## src/rtl/add_sched_pkg.sv

```systemverilog
// Shared types and constants for the multi-word add scheduler.
package add_sched_pkg;

    localparam int WORD_W = 32;

    typedef enum logic [1:0] {
        IDLE,
        RUN,
        RESP
    } state_t;

    // Width of the word index; kept at least one bit wide.
    function automatic int k_width(input int words);
        return (words > 1) ? $clog2(words) : 1;
    endfunction

endpackage

```

## src/rtl/add_sched_casqu.sv

```systemverilog
// 32-bit carry-select adder: low half ripples, high half is precomputed
// for both carry values and selected by the low-half carry.
module casqu (
    input  logic [31:0] x,
    input  logic [31:0] y,
    input  logic        cin,
    output logic [31:0] sumo,
    output logic        cout
);

    logic [16:0] lo_sum;
    logic [16:0] hi_sum0;
    logic [16:0] hi_sum1;

    assign lo_sum  = {1'b0, x[15:0]}  + {1'b0, y[15:0]}  + {16'b0, cin};
    assign hi_sum0 = {1'b0, x[31:16]} + {1'b0, y[31:16]};
    assign hi_sum1 = {1'b0, x[31:16]} + {1'b0, y[31:16]} + 17'd1;

    assign sumo[15:0]          = lo_sum[15:0];
    assign {cout, sumo[31:16]} = lo_sum[16] ? hi_sum1 : hi_sum0;

endmodule

```

## src/rtl/add_sched.sv

```systemverilog
// Round-robin scheduler sharing one 32-bit adder across two requesters;
// wide operands are added one word per cycle, LSW first.
module add_sched
    import add_sched_pkg::*;
#(
    parameter int WORDS = 4
) (
    input  logic                      clk,
    input  logic                      rst_n,
    input  logic [1:0]                req_valid,
    output logic [1:0]                req_ready,
    input  logic [WORD_W*WORDS-1:0]   a0,
    input  logic [WORD_W*WORDS-1:0]   b0,
    input  logic                      cin0,
    input  logic [WORD_W*WORDS-1:0]   a1,
    input  logic [WORD_W*WORDS-1:0]   b1,
    input  logic                      cin1,
    output logic                      rsp_valid,
    input  logic                      rsp_ready,
    output logic                      rsp_id,
    output logic [WORD_W*WORDS-1:0]   rsp_sum,
    output logic                      rsp_cout,
    output logic                      busy
);

    localparam int W  = WORD_W * WORDS;
    localparam int KW = k_width(WORDS);
    localparam logic [KW-1:0] K_LAST = KW'(WORDS - 1);

    state_t          state_q, state_d;
    logic [KW-1:0]   k_q, k_d;
    logic            carry_q, carry_d;
    logic            last_q, last_d;
    logic            rsp_id_q, rsp_id_d;
    logic [W-1:0]    op_a_q, op_a_d;
    logic [W-1:0]    op_b_q, op_b_d;
    logic [W-1:0]    sum_q, sum_d;

    logic [1:0]          grant;
    logic [WORD_W-1:0]   slice_a, slice_b, slice_sum;
    logic                slice_cout;

    // Tie goes to the requester that was not served last.
    always_comb begin
        grant = 2'b00;
        case (req_valid)
            2'b01:   grant = 2'b01;
            2'b10:   grant = 2'b10;
            2'b11:   grant = last_q ? 2'b01 : 2'b10;
            default: grant = 2'b00;
        endcase
    end

    assign req_ready = (state_q == IDLE) ? grant : 2'b00;

    assign slice_a = op_a_q[int'(k_q)*WORD_W +: WORD_W];
    assign slice_b = op_b_q[int'(k_q)*WORD_W +: WORD_W];

    casqu u_casqu (
        .x    (slice_a),
        .y    (slice_b),
        .cin  (carry_q),
        .sumo (slice_sum),
        .cout (slice_cout)
    );

    always_comb begin
        // NOTE: every next-state signal holds its value by default, so no path can infer a latch.
        state_d  = state_q;
        k_d      = k_q;
        carry_d  = carry_q;
        last_d   = last_q;
        rsp_id_d = rsp_id_q;
        op_a_d   = op_a_q;
        op_b_d   = op_b_q;
        sum_d    = sum_q;
        case (state_q)
            IDLE: begin
                if (|req_valid) begin
                    op_a_d   = grant[1] ? a1 : a0;
                    op_b_d   = grant[1] ? b1 : b0;
                    carry_d  = grant[1] ? cin1 : cin0;
                    rsp_id_d = grant[1];
                    k_d      = '0;
                    state_d  = RUN;
                end
            end
            RUN: begin
                sum_d[int'(k_q)*WORD_W +: WORD_W] = slice_sum;
                carry_d = slice_cout;
                if (k_q == K_LAST) begin
                    state_d = RESP;
                end else begin
                    k_d = k_q + KW'(1);
                end
            end
            RESP: begin
                if (rsp_ready) begin
                    last_d  = rsp_id_q;
                    state_d = IDLE;
                end
            end
            default: state_d = IDLE;
        endcase
    end

    // NOTE: the operand and sum words are plain registers, reset here so an aborted job leaves no stale data.
    always_ff @(posedge clk or negedge rst_n) begin
        if (!rst_n) begin
            state_q  <= IDLE;
            k_q      <= '0;
            carry_q  <= 1'b0;
            last_q   <= 1'b1;
            rsp_id_q <= 1'b0;
            op_a_q   <= '0;
            op_b_q   <= '0;
            sum_q    <= '0;
        end else begin
            // NOTE: non-blocking updates keep every register sampling pre-edge values.
            state_q  <= state_d;
            k_q      <= k_d;
            carry_q  <= carry_d;
            last_q   <= last_d;
            rsp_id_q <= rsp_id_d;
            op_a_q   <= op_a_d;
            op_b_q   <= op_b_d;
            sum_q    <= sum_d;
        end
    end

    assign rsp_valid = (state_q == RESP);
    assign busy      = (state_q != IDLE);
    assign rsp_id    = rsp_id_q;
    assign rsp_sum   = sum_q;
    assign rsp_cout  = carry_q;

endmodule

```

## config.mk

```make
export PLATFORM = sky130hd
export DESIGN_NAME = add_sched
export DESIGN_NICKNAME = d
export VERILOG_FILES = /design/src/rtl/add_sched_pkg.sv /design/src/rtl/add_sched_casqu.sv /design/src/rtl/add_sched.sv
export SDC_FILE = /design/constraint.sdc
export NUM_CORES = 1
export LEC_CHECK = 0
export ABC_AREA = 0
export CAP_MARGIN = 25
export CORE_AREA = 5 5 248 250
export DETAILED_ROUTE_END_ITERATION = 7
export DIE_AREA = 0 0 253 255
export PLACE_DENSITY_LB_ADDON = 0.15
export SYNTH_ARGS = -nofsm -noshare
export SYNTH_HDL_FRONTEND = slang
export SYNTH_HIERARCHICAL = 1
export SYNTH_SLANG_ARGS = --single-unit
```

## constraint.sdc

```tcl
create_clock -name clk -period 4.46 [get_ports clk]
set_input_delay 0.446 -clock clk [delete_from_list [all_inputs] [get_ports clk]]
set_output_delay 0.446 -clock clk [all_outputs]
set_load 0.05 [all_outputs]
```

==> impl_metrics.toml <==
[global_routing]
grt_pass1_vias = 18500
overflow = 0
antenna_found_initial = 33
grt_use_total = 0.264
grt_pass1_wl_um = 127000
grt_max_degree = 198

[setup_path]
reg2reg_to = "rsp_sum[123]"
reg2reg_depth = 16
cp_data_arrival_time_ns = 4.74
path_cells = "buf_12, buf_4, mux4_2, ha_1, and4_1, and2_1, a2111oi_1, buf_4, a211o_1, nor3_2, nand3_1, nor2_1, xor2_1, buf_4, nand2_1, o21ai_0"
critical_path.most_common_cell = "buf_4"
cp.required_ns = 4.93
reg2reg_from = "k_q[0]"
slowest_delay_ns = 0.62
crit_path_end_kind = "register"
criticalPathCategory = "reg -> reg"
crit_fanout = 8
start_kind = "register"
cp_slowest_cell = "a2111oi_1"
rrSetupSlack_ns = 0.19

[power]
ir_drop_mv = 0.516
power_w = 0.0275
power_density_nw_per_um2 = 936
power_leakage_nw = 11.3

[synth]
synth-simple-area-share = 0.0554
postSynthAreaPerCell_um2 = 12.2
synth_cells = 1677
synth_nets = 2237
post_synth_fa_ha_maj_area_fraction = 0.0262
synthTopCellsByArea = "dfrtp_1 48%, o221a_1 13%, o21bai_1 9.5%, mux4_2 7.0%, nand2_1 2.8%"
ys_types = 69
ys_ff_latch = 391
yosysTopAreaCell = "dfrtp_1"
synthFlopType = "dfrtp_1"
synthMuxAreaShare = 0.0721
yosysTopAreaCellShare = 0.477
ys_warn_count = 6
synthXorXnorAreaFrac = 0.0171
synth_area_um2 = 20400
synth_compound_area_frac = 0.308
synth_sequential_area_ratio = 0.479
synth-edff-count = 0
async_reset_ff_frac = 1.00
synth_top_family_by_area = "compound AO/OA/AOI/OAI gates"

[sta]
max_freq_ghz = 0.234
slew-limit-headroom = 0.244
tightest_slew_ns = 1.13
slew_viol_final = 0
finalCriticalPeriod_ns = 4.27
rsz0062_at_grt = "no"
hold_viol = 0
finalWorstSetupSlack_ns = 0.186
period_share = 0.958
tns_ns = 0
finClkSkew_ns = 0.0205
holdWs_ns = 0.483
finalSetupViolCount = 0

[floorplanning]
die_y_um = 255
die_w_um = 253
ioPinCount = 653
dieArea_um2 = 64500
num_rows = 89
start_util = 0.348
core_um2 = 58800

[cts]
cts_tree = "built"
cts_made_buffers = 46
clkLatencyLatePin_ns = 0.58
clkSinkCount = 391
max-clock-path-buffers = 3
cts_root_buffer = "clkbuf_16"
cts_max_level = 2
clkTransAtPathRegs_ns = 0.06

[placement]
place_ws_ns = -0.00506
gp_congestion = 0.884
dp_cells = 2985
portBuffers = 652
hpwl_um = 66600

[finish]
drive_above_1_share = 0.109
area_delta_synth_final_pct = 43.5
finalNonFillerCells = 3108
nets = 2831

[detailed_routing]
drtIter0Drc = 1440
viasPerCell = 5.69
drt_wl_total_um = 88700
dr.pass1.iters = 5
ant_nets = 0
route.detailed.drc = 0
wire_per_inst_um = 28.5
dr_total_vias = 17700

[min_path]
hold_path_class = "reg -> reg"
holdPathEnd = "rsp_sum[101]"
min_path_cells = 2
hp-start = "rsp_sum[101]"

[run]
maxCapViolCount = 0

[outcome]
status = "finished, final reports clean"
-- registers in the layout, indices dropped and copies added, names as in the netlist --
register  count
rsp_sum     128
k_q           2
op_b_q      128
rsp_id        1
state_q       2
op_a_q      128
rsp_cout      1
last_q        1
-- synthesized netlist by cell type, types with 22 or more instances --
cell type / number
dfrtp_1: 390
o21bai_1: 260
o221a_1: 229
nand2_1: 153
buf_2: 113
a22o_1: 65
o21ai_1: 65
mux4_2: 64
ha_1: 38
clkbuf_1: 30
o221a_2: 27
a21oi_1: 24
o21ai_0: 23
xnor2_1: 22
-- cells by family after synthesis --
logic type      after synthesis
compound gates              732
xor+xnor                     40
fa+ha+maj                    41
buf+inv                     177
flops                       391
mux                          67
simple gates                229
-- critical path: cells and delay by family (launching register included) --
family | cells | cell delay (ns)
flops | 1 | 0.53
simple gates | 6 | 0.76
xor+xnor | 1 | 0.13
buf+inv | 4 | 0.68
compound gates | 3 | 1.09
fa+ha+maj | 1 | 0.37
mux | 1 | 0.58
-- worst max path at each step --
| stage | start | to | cells past startpoint |
|---|---|---|---|
| finish | k_q[0] | rsp_sum[123] | 16 |
| global route | k_q[0] | rsp_sum[123] | 17 |
| CTS | k_q[0] | rsp_sum[123] | 15 |
| detailed placement | k_q[0] | rsp_sum[61] | 15 |
| global placement | k_q[0] | rsp_sum[61] | 15 |
| floorplan | k_q[0] | rsp_cout | 16 |
-- power by group --
part,switching [W],leakage (nW),internal [W]
clock network,0.00156,0.734,0.00220
registers,0.00131,4.63,0.00505
logic,0.0102,5.95,0.00713
-- per-layer routing --
| metal | wire, um | track usage | vias up |
|---|---|---|---|
| li1 | - | - | 7813 |
| met1 | 37400 | 0.360 | 8901 |
| met2 | 41400 | 0.415 | 828 |
| met3 | 7120 | 0.0623 | 139 |
| met4 | 2730 | 0.0930 | 8 |
| met5 | 57 | 0 | - |
-- layout by cell type (no fill, tap or decap), drive strengths merged, types with 22 or more instances in the layout --
cell / netlist / routed
clkdlybuf4s50: 0 / 651
dfrtp: 390 / 390
o21bai: 260 / 260
o221a: 256 / 256
nand2: 153 / 153
o21ai: 88 / 88
clkbuf: 32 / 67
a22o: 65 / 65
mux4: 64 / 64
buf: 127 / 53
ha: 38 / 38
diode: 0 / 28
a21oi: 25 / 25
xnor2: 22 / 22
nor2: 22 / 22
-- cell type report --
class                   count  area [um^2]
multi-input cells        1109         9850
clock inverters            17          154
repair buffers            705         7100
inverters                  18         75.1
clock buffers              67         1340
flip-flops and latches    391         9790
diodes                     28         70.1
fillers                  5182        29400
well taps                 773          967
-- metrics by stage --
| stage | area [um^2] | utilization |
|---|---|---|
| after floorplan | 20400 | - |
| after global placement | 27600 | 0.469 |
| after detailed placement | 27600 | 0.470 |
| after CTS | 29100 | 0.496 |
| after global routing | 29300 | 0.499 |
| final | 29300 | 0.499 |
-- timing repair --
item	in CTS	in global routing
endpoints found under the hold margin	51	0
endpoints found under the setup margin	5	37
pin swaps	0	3
buffers inserted	0	9
hold buffers	1	0
resized for setup	1	8
Power figures use the tool's default switching activity.
